`src/rtl/mdu_pkg.sv`:
```
// Shared encodings for the iterative multiply/divide unit: opcodes, FSM
// states and the iteration count of the 32-bit shift-add / restoring loop.
package mdu_pkg;

  typedef enum logic [1:0] {
    OP_MULTU = 2'b00,
    OP_DIVU  = 2'b01,
    OP_MTHI  = 2'b10,
    OP_MTLO  = 2'b11
  } op_e;

  typedef enum logic {
    ST_IDLE = 1'b0,
    ST_RUN  = 1'b1
  } state_e;

  localparam int ITERATIONS = 32;
  localparam int CNT_W      = 6;
  localparam logic [CNT_W-1:0] LAST_ITER = CNT_W'(ITERATIONS - 1);

endpackage

```
`src/rtl/mult_div_unit.sv`:
```
// Iterative unsigned MULTU/DIVU unit with HI/LO registers and MTHI/MTLO moves.
// One bit per cycle through a shared 64-bit accumulator and 33-bit adder.
module mult_div_unit
  import mdu_pkg::*;
#(
  parameter int WIDTH = 32
) (
  input  logic             Clk,
  input  logic             Rst_n,
  input  logic             Start,
  input  logic [1:0]       Op,
  input  logic [WIDTH-1:0] A,
  input  logic [WIDTH-1:0] B,
  output logic             Busy,
  output logic             Done,
  output logic [WIDTH-1:0] Hi,
  output logic [WIDTH-1:0] Lo
);

  state_e             state_q, state_d;
  logic [CNT_W-1:0]   cnt_q, cnt_d;
  op_e                op_q, op_d;
  logic [WIDTH-1:0]   opnd_q, opnd_d;
  logic [2*WIDTH-1:0] acc_q, acc_d;
  logic [WIDTH-1:0]   hi_q, hi_d;
  logic [WIDTH-1:0]   lo_q, lo_d;
  logic               done_q, done_d;

  // Shared adder: MULTU adds the multiplicand to the upper half, DIVU subtracts
  // the divisor from the left-shifted partial remainder (x + ~y + 1).
  logic               is_div;
  logic [WIDTH:0]     add_x;
  logic [WIDTH:0]     add_y;
  logic [WIDTH+1:0]   add_sum;
  logic               no_borrow;
  logic [WIDTH-1:0]   rem_next;
  logic [2*WIDTH-1:0] mul_step;
  logic [2*WIDTH-1:0] div_step;
  logic [2*WIDTH-1:0] acc_step;

  always_comb begin
    is_div  = (op_q == OP_DIVU);
    add_x   = is_div ? acc_q[2*WIDTH-1:WIDTH-1] : {1'b0, acc_q[2*WIDTH-1:WIDTH]};
    add_y   = is_div ? ~{1'b0, opnd_q} : {1'b0, opnd_q};
    add_sum = {1'b0, add_x} + {1'b0, add_y} + (WIDTH+2)'(is_div);

    // Multiplier bit in acc[0] selects add-or-pass; the shift drops it out.
    mul_step = acc_q[0] ? {add_sum[WIDTH:0], acc_q[WIDTH-1:1]}
                        : {1'b0, acc_q[2*WIDTH-1:1]};

    // Carry out of the subtract means remainder >= divisor: keep the difference.
    // A zero divisor never borrows, which yields quotient all-ones, remainder A.
    no_borrow = add_sum[WIDTH+1];
    rem_next  = no_borrow ? add_sum[WIDTH-1:0] : acc_q[2*WIDTH-2:WIDTH-1];
    div_step  = {rem_next, acc_q[WIDTH-2:0], no_borrow};

    acc_step  = is_div ? div_step : mul_step;
  end

  always_comb begin
    state_d = state_q;
    cnt_d   = cnt_q;
    op_d    = op_q;
    opnd_d  = opnd_q;
    acc_d   = acc_q;
    hi_d    = hi_q;
    lo_d    = lo_q;
    done_d  = 1'b0;

    unique case (state_q)
      ST_IDLE: begin
        if (Start) begin
          unique case (op_e'(Op))
            OP_MULTU: begin
              state_d = ST_RUN;
              cnt_d   = '0;
              op_d    = OP_MULTU;
              opnd_d  = A;
              acc_d   = {{WIDTH{1'b0}}, B};
            end
            OP_DIVU: begin
              state_d = ST_RUN;
              cnt_d   = '0;
              op_d    = OP_DIVU;
              opnd_d  = B;
              acc_d   = {{WIDTH{1'b0}}, A};
            end
            OP_MTHI: hi_d = A;
            OP_MTLO: lo_d = A;
            default: ;
          endcase
        end
      end
      ST_RUN: begin
        acc_d = acc_step;
        cnt_d = cnt_q + 1'b1;
        if (cnt_q == LAST_ITER) begin
          state_d = ST_IDLE;
          done_d  = 1'b1;
          hi_d    = acc_step[2*WIDTH-1:WIDTH];
          lo_d    = acc_step[WIDTH-1:0];
        end
      end
      default: state_d = ST_IDLE;
    endcase
  end

  // NOTE: the datapath registers are reset along with the control flops because
  // HI/LO are architecturally visible and must read zero straight out of reset.
  always_ff @(posedge Clk or negedge Rst_n) begin
    if (!Rst_n) begin
      state_q <= ST_IDLE;
      cnt_q   <= '0;
      op_q    <= OP_MULTU;
      opnd_q  <= '0;
      acc_q   <= '0;
      hi_q    <= '0;
      lo_q    <= '0;
      done_q  <= 1'b0;
    end else begin
      state_q <= state_d;
      cnt_q   <= cnt_d;
      op_q    <= op_d;
      opnd_q  <= opnd_d;
      acc_q   <= acc_d;
      hi_q    <= hi_d;
      lo_q    <= lo_d;
      done_q  <= done_d;
    end
  end

  assign Busy = (state_q == ST_RUN);
  assign Done = done_q;
  assign Hi   = hi_q;
  assign Lo   = lo_q;

endmodule

```
`config.mk`:
```
export PLATFORM = sky130hd
export DESIGN_NAME = mult_div_unit
export DESIGN_NICKNAME = d
export VERILOG_FILES = /design/src/rtl/mdu_pkg.sv /design/src/rtl/mult_div_unit.sv
export SDC_FILE = /design/constraint.sdc
export NUM_CORES = 1
export LEC_CHECK = 0
export CORE_ASPECT_RATIO = 1.4
export CORE_MARGIN = 2
export CORE_UTILIZATION = 35
export DETAILED_ROUTE_END_ITERATION = 12
export SYNTH_ARGS = -nofsm -noshare
export SYNTH_HDL_FRONTEND = slang
export SYNTH_SLANG_ARGS = --single-unit
```
`constraint.sdc`:
```
create_clock -name Clk -period 5.6 [get_ports Clk]
set_input_delay 0.84 -clock Clk [delete_from_list [all_inputs] [get_ports Clk]]
set_output_delay 0.84 -clock Clk [all_outputs]
set_load 0.02 [all_outputs]
```
==> results.yml <==
status:
  status: "finished clean"
yosys:
  yosys.area_share.simple: 0.151
  synth_compound_area_frac: 0.270
  syn_area_per_cell_sq_um: 8.50
  async_flop_share: 1.00
  yosys_warnings: 0
  ys.flop_type: "dfrtp_1"
  synth_edf_count: 0
  ys_types: 70
  synth_top_family_by_area: "compound AO/OA/AOI/OAI gates"
  syn-num-nets: 1458
  netlist_instances: 1356
  syn_area_sq_um: 11500
  synth-xor-area-share: 0.0373
  yosys-top-cells-area: "dfrtp_1, o21ai_0, nand2_1, mux2_2, mux2i_1"
  yosysTopAreaCell: "dfrtp_1"
  synth.top_cell.area_share: 0.367
  synth_fa_ha_area_frac: 0.0365
  synth.area.mux_share: 0.0959
  synth-seq-cells: 169
  ys_seq_area_frac: 0.367
sta:
  hold_violations: 0
  max_freq_ghz: 0.213
  tightest_slew_ps: 1020
  setup_tns_ps: 0
  drv_slew: 0
  fin_ws_ps: 905
  relSlewSlack: 0.318
  hold_ws_ps: 482
  post-route-min-period_ps: 4690
  finalClockSkew_ps: 15.0
  fin_crit_sh: 0.838
  finalSetupViolCount: 0
  rsz0062_at_grt: "no"
route:
  finalWirelength_microns: 38500
  drtIter0Drc: 671
  num_vias: 10800
  routedWlPerCell_microns: 20.5
  ant_nets: 0
  viasPerCell: 5.72
  drc_errors: 0
  drtPass1Iterations: 5
clocking:
  cts_setup_buffers: 0
  cts_buffers: 17
  root_buffer: "clkbuf_16"
  worstSkewPairLatency_ps: 450
  cts_sinks: 169
  cts_max_level: 4
  clock_path_buffers: 2
  clk_pin_slew_ps: 70
  cts_tree: "built"
  postCtsHoldBufs: 0
  ctsResizeCount: 0
floorplanning:
  dieArea_sq_um: 34400
  io_pins: 135
  die_w_microns: 157
  core.rowCount: 78
  die_h_microns: 219
  start_util: 0.356
  core_area_sq_um: 32400
critical_path:
  end_kind: "flop"
  path_depth: 11
  reg2reg_from: "op_q[0]$_DFFE_PN0P_"
  path_cells: "buf_4, mux2_2, ha_1, nand2_1, o21ai_0, a21oi_1, o211ai_1, nor2_1, a2111oi_0, nor3_1, o31ai_1"
  max_stage_delay_ps: 1000
  crit_path_max_fanout: 75
  crit_start: "op_q[0]$_DFFE_PN0P_"
  worstPathArrival_ps: 5040
  path_buf_inv: 1
  path_class: "flop to flop"
  crit_path_start_kind: "flop"
  r2r_cells: 11
  required_ps: 5940
  cp_slowest_cell: "dfrtp_4"
  cp_top_family: "compound AO/OA/AOI/OAI gates"
layout:
  fillers: 3295
  stdcell_count: 1880
  num_antenna_cells: 0
  nNetsFinal: 1529
  final_cell_mix: "nand2_1, o21ai_0, dfrtp_1, clkdlybuf4s50_1, a21oi_1"
  drive_gt1_frac: 0.0903
  area_growth_pct: 19.9
  final_common_cell: "nand2_1"
grt:
  grt_antenna_before_repair: 0
  grt_pass1_vias: 10700
  grt_max_degree: 105
  grt_util_all_layers: 0.225
  overflow: 0
  grt_pass1_wl_microns: 60300
worst_hold_path:
  worstHoldPathType: "flop to flop"
  holdPathStages: 2
  hp-start: "Lo[8]$_DFFE_PN0P_"
place:
  dp_slack_ps: 1000
  io_buffers: 134
  dp.cells: 1848
  dp_hpwl_microns: 27800
  gp_congestion: 0.893
job:
  cap_violations: 0
[state kept, by name, summed over array words and instances, names as in the netlist]
| register | flops |
|---|---|
| op_q | 1 |
| opnd_q | 32 |
| Lo | 32 |
| cnt_q | 6 |
| acc_q | 64 |
| Busy | 1 |
| Hi | 32 |
| Done | 1 |
[synthesized netlist by cell type (all sizes together) (22+ instances only)]
library cell and instances:
a21oi 80, a21o 33, nand2 221, nor3 22, o21ai 207, mux2i 44, clkbuf 85, o22ai 38
xor2 41, dfrtp 169, nor2 29, ha 32, mux2 59
[path summary, 6_finish.rpt]
path	endpoint	slack, ps
setup reg to reg	acc_q[62]$_DFFE_PN0P_	910
setup / recovery	acc_q[62]$_DFFE_PN0P_	910
max in group asynchronous	op_q[0]$_DFFE_PN0P_	3840
hold reg to reg	Lo[8]$_DFFE_PN0P_	480
min in group asynchronous	Lo[8]$_DFFE_PN0P_	510
hold / removal	Lo[8]$_DFFE_PN0P_	480
[worst min-delay path, delay by kind of cell (launching register included)]
kind / cells / cell delay (ps)
flip-flops: 1 / 340
AND/OR/NAND/NOR: 1 / 40
AO/OA/AOI/OAI: 1 / 60
[per-stage QoR]
| step | cell area (sq um) | util |
|---|---|---|
| floorplan | 11500 | - |
| global placement | 13200 | 0.408 |
| detailed placement | 13200 | 0.408 |
| CTS | 13800 | 0.426 |
| global route | 13800 | 0.426 |
| finish | 13800 | 0.426 |
[cell families (layout without fill, tap and decap cells)]
kind of cell	Yosys count	after routing
xor+xnor	49	49
fa+ha+maj	33	33
flops	169	169
compound gates	496	496
buf+inv	124	208
mux	103	103
simple gates	382	382
[per-layer routing]
layer	vias to the layer above	part of all wire	track usage
li1	5147	-	-
met1	5212	0.44	0.297
met2	336	0.49	0.378
met3	61	0.043	0.0307
met4	0	0.025	0.0785
met5	-	0	0
[area by class of cell]
cell class	count	area, sq um	area share
Clock buffer	21	450	0.0326
Clock inverter	11	146	0.0106
Inverter	20	75.1	0.00543
Multi-Input combinational cell	1063	6850	0.496
Sequential cell	169	4240	0.307
Tap cell	440	551	0.0399
Timing Repair Buffer	156	1510	0.109
Power is not shown: default switching activity piles up to over one toggle a cycle in this logic, so the estimate is an artifact.
